===== config.mk =====
export PLATFORM = sky130hd
export DESIGN_NAME = dest_reg_pipe
export DESIGN_NICKNAME = d
export VERILOG_FILES = /design/src/rtl/dest_reg_pipe.sv
export SDC_FILE = /design/constraint.sdc
export NUM_CORES = 1
export LEC_CHECK = 0
export BUFFER_PORTS_ARGS = -buffer_cell sky130_fd_sc_hd__buf_2
export CORE_AREA = 2 2 51 53
export DETAILED_ROUTE_END_ITERATION = 8
export DIE_AREA = 0 0 53 55
export GPL_TIMING_DRIVEN = 0
export MAX_ROUTING_LAYER = met4
export PLACE_DENSITY = 0.84
export SYNTH_ARGS = -nofsm -noshare
export SYNTH_HDL_FRONTEND = slang
export SYNTH_SLANG_ARGS = --single-unit
export TNS_END_PERCENT = 50

===== constraint.sdc =====
create_clock -name Clk -period 2.9 [get_ports Clk]
set_clock_uncertainty 0.05 [all_clocks]
set_input_delay 0.58 -clock Clk [delete_from_list [all_inputs] [get_ports Clk]]
set_output_delay 0.58 -clock Clk [all_outputs]
set_load 0.01 [all_outputs]

===== src/rtl/dest_reg_pipe.sv =====
// Destination-register select and DEPTH-stage tracking pipe (EX..WB).
// Also reports the youngest in-flight writer of each source operand for forwarding/hazard logic.
module dest_reg_pipe #(
    parameter int WIDTH    = 5,
    parameter int DEPTH    = 3,
    parameter int LINK_REG = 31,
    localparam int SELW    = $clog2(DEPTH + 1)
) (
    input  logic                   Clk,
    input  logic                   Rst,
    input  logic                   Stall,
    input  logic                   Flush,
    input  logic                   InValid,
    input  logic                   RegWriteIn,
    input  logic [1:0]             DstSel,
    input  logic [WIDTH-1:0]       RtIn,
    input  logic [WIDTH-1:0]       RdIn,
    input  logic [WIDTH-1:0]       SrcA,
    input  logic [WIDTH-1:0]       SrcB,
    output logic [DEPTH*WIDTH-1:0] StageDst,
    output logic [DEPTH-1:0]       StageWr,
    output logic [WIDTH-1:0]       WbDst,
    output logic                   WbWrite,
    output logic [SELW-1:0]        FwdSelA,
    output logic [SELW-1:0]        FwdSelB
);

    localparam logic [WIDTH-1:0] LINK = WIDTH'(LINK_REG);

    logic [WIDTH-1:0] in_dst;
    logic             in_wr;

    logic [WIDTH-1:0] dst_q [DEPTH];
    logic [DEPTH-1:0] wr_q;
    logic [WIDTH-1:0] dst_d [DEPTH];
    logic [DEPTH-1:0] wr_d;

    logic             hold_s0;

    // Input decode; register 0 is a sink, so a write to it is never flagged.
    always_comb begin
        in_dst = '0;
        unique case (DstSel)
            2'd0:    in_dst = RtIn;
            2'd1:    in_dst = RdIn;
            2'd2:    in_dst = LINK;
            default: in_dst = '0;
        endcase
        in_wr = InValid & RegWriteIn & (DstSel != 2'd3) & (in_dst != '0);
    end

    assign hold_s0 = Stall & ~Flush;

    always_comb begin
        for (int i = 0; i < DEPTH; i++) begin
            dst_d[i] = dst_q[i];
        end
        wr_d = wr_q;

        // Stage 0: flush beats stall; a stall simply keeps the current occupant.
        if (Flush) begin
            dst_d[0] = '0;
            wr_d[0]  = 1'b0;
        end else if (!Stall) begin
            dst_d[0] = in_dst;
            wr_d[0]  = in_wr;
        end

        for (int i = 1; i < DEPTH; i++) begin
            dst_d[i] = dst_q[i-1];
            wr_d[i]  = wr_q[i-1];
        end

        // While stage 0 is held, the slot behind it must be a bubble, not a duplicate.
        if (hold_s0) begin
            dst_d[1] = '0;
            wr_d[1]  = 1'b0;
        end
    end

    always_ff @(posedge Clk) begin
        if (!Rst) begin
            for (int i = 0; i < DEPTH; i++) begin
                dst_q[i] <= '0;
            end
            wr_q <= '0;
        end else begin
            for (int i = 0; i < DEPTH; i++) begin
                dst_q[i] <= dst_d[i];
            end
            wr_q <= wr_d;
        end
    end

    always_comb begin
        StageDst = '0;
        for (int i = 0; i < DEPTH; i++) begin
            StageDst[i*WIDTH +: WIDTH] = dst_q[i];
        end
    end

    assign StageWr = wr_q;
    assign WbDst   = dst_q[DEPTH-1];
    assign WbWrite = wr_q[DEPTH-1];

    // Scan oldest to youngest so the youngest hit overwrites and wins.
    always_comb begin
        FwdSelA = '0;
        FwdSelB = '0;
        for (int i = DEPTH - 1; i >= 0; i--) begin
            if (wr_q[i] && (dst_q[i] == SrcA)) begin
                FwdSelA = SELW'(i + 1);
            end
            if (wr_q[i] && (dst_q[i] == SrcB)) begin
                FwdSelB = SELW'(i + 1);
            end
        end
    end

endmodule


==> summary.txt <==
Port buffer count: 54
Synth Flop Type: dfxtp_1
Post-route clock period utilization: 0.802
Drt pass-1 iters: 4
Final hold slack: 478 ps
CP required: 2270 ps
Seq/Total Area, Yosys: 0.342
Clock buffer depth: 2
Design area: 1400 um^2
Worst Max-Slew Pin Slew: 508 ps
Post-synth ARST share: 0
FILL cells: 224
Synthesis-to-finish area growth: 32.6%
Post-synth EDFFs: 0
N_diodes: 0
Element type at the critical path end: output pin
Worst-Skew Late Latency: 280 ps
Antenna violations before repair: 0
CP max stage cell: nor4_1
Placed inst area: 1360 um^2
# setup viols final: 0
Final Core Density: 0.592
Most common cell on crit path: buf_2
Max IR drop VDD: 0.213 mV
Vias per inst: 5.08
Rows: 18
Worst-path clk slew: 100 ps
Initial core utilization: 0.446
Post-Synthesis Cells: 115
Maximum fanout along the worst path: 3
CP Launch Type: input pin
Crit path time final: 2330 ps
Post-layout net count: 202
Synthesis-stage register bit count: 18
Cells after DPL: 199
Average cell area after synthesis: 9.17 um^2
H-tree depth: 1
Post-synth cell types: 22
Number of global-route vias before repair: 945
Fraction of layout cells with a size suffix above 1: 0.387
Run status: complete, no violations
Critical Path AT: 1700 ps
Final WL: 2530 um
Setup bufs post-CTS: 0
Die height: 55 um
Largest net degree at the start of global routing: 11
WL per Instance: 12.5 um
Die Wd: 53 um
Worst setup path class: in -> out
Max_cap viols: 0
Total global-route track usage: 0.194
Core area: 2360 um^2
Fmax: 0.430 GHz
Initial DRC count: 5
Grt ovf: 0
Synth Cell Area: 1050 um^2
Fin. max-slew vios: 0
RSZ-0062 raised after global routing: false
CTS tree: done
Yosys Warn Count: 0
Worst path cell trace: buf_2 > xor2_1 > nor4_1 > nand3_1 > a21boi_1 > buf_2
Syn_nets: 143
Leakage Power: 0.756 nW
CTS root buf: clkbuf_4
Final Hold Viols: 0
Die area: 2920 um^2
DRC viols: 0
# hold bufs at CTS: 0
Final Non-Filler Cells: 203
Num CTS Buffers: 3
CTS Sinks: 18
Setup total negative slack: 0 ps
Via count: 1031
PostCTS Resize Cnt: 0
Cell Pwr Density: 354 nW/um^2
CP max stage delay: 380 ps
Placer Congestion: 0.895
I/O Pins: 56
Worst hold path type: reg -> reg
Remaining antenna violation count: 0
First-pass GRT wire length: 4020 um
Relative slew slack: 0.658
placed cells by master (no fill, tap or decap), drive strengths merged:
master and count:
nor2b 1, a21oi 2, a21boi 3, xnor2 6, and2 12, nor2 10, o21ai 2, inv 1
buf 61, xor2 24, o2bb2ai 5, a211oi 2, nand2 2, mux2i 5, and3 2, nand3 6
nor4 7, clkbuf 4, dfxtp 18
path summary, 6_finish.rpt:
path | from | to | slack [ps] | cells past startpoint
worst min-delay path | dst_q[0][5] | dst_q[0][10] | 480 | 1
worst min register to register | dst_q[0][5] | dst_q[0][10] | 480 | 1
worst max-delay path | SrcA[2] | FwdSelA[1] | 570 | 6
worst max register to register | StageWr[0] | StageWr[0] | 2030 | 2
per-stage QoR:
stage	setup slack, ps	total power [mW]
3_3_place_gp	623	0.348
5_1_grt	487	0.526
2_1_floorplan	868	0.310
6_report	574	0.496
3_5_place_dp	574	0.353
4_1_cts	574	0.500
synth_stat cells, types with 5 or more instances:
cell,n,area (um^2)
nor4_1,6,37.5
nand3_1,6,30.0
xnor2_1,6,52.6
dfxtp_1,18,360
xor2_1,24,210
mux2i_1,5,50.1
and2_1,12,75.1
buf_4,6,45.0
o2bb2ai_1,5,43.8
nor2_1,10,37.5
power by group:
part           switching (mW)  total, mW  leakage (nW)  internal (mW)
Clock                  0.0720      0.148        0.0210         0.0763
Sequential            0.00676      0.259         0.146          0.252
Combinational          0.0468     0.0890         0.590         0.0422
Total                   0.126      0.496         0.756          0.370
kinds of logic (layout without fill, tap and decap cells):
family,after synthesis,count (layout),synth area share
AOI/OAI and AO/OA,14,14,0.0961
xor gates and xnor gates,30,30,0.249
buffers and inverters,8,66,0.0510
DFF,18,18,0.342
muxes,5,5,0.0475
and+or+nand+nor,40,40,0.215
sequential cells by signal (all words and copies together) (netlist names):
register and cells:
dst_q 15, StageWr 3
final cells by class:
type | instances | area (um^2) | area share
timing repair buffer | 54 | 270 | 0.193
buffer | 7 | 50.0 | 0.0358
tap | 30 | 37.5 | 0.0268
inverter | 1 | 3.75 | 0.00268
sequential | 18 | 360 | 0.258
clock buffer | 4 | 36.3 | 0.0259
multi-input combinational | 89 | 641 | 0.458
routing by layer:
layer	track usage	up-vias	part of all wire
met4	0.0855	0	0.014
met5	-	-	0
met3	0.0161	4	0.068
met2	0.373	46	0.53
li1	-	503	-
met1	0.204	478	0.38
worst max-delay path, delay by kind of cell:
kind	cells	cell delay, ps
AO/OA/AOI/OAI	1	170
buffers and inverters	2	290
XOR/XNOR	1	160
AND/OR/NAND/NOR	2	500
Power figures use the tool's default switching activity.
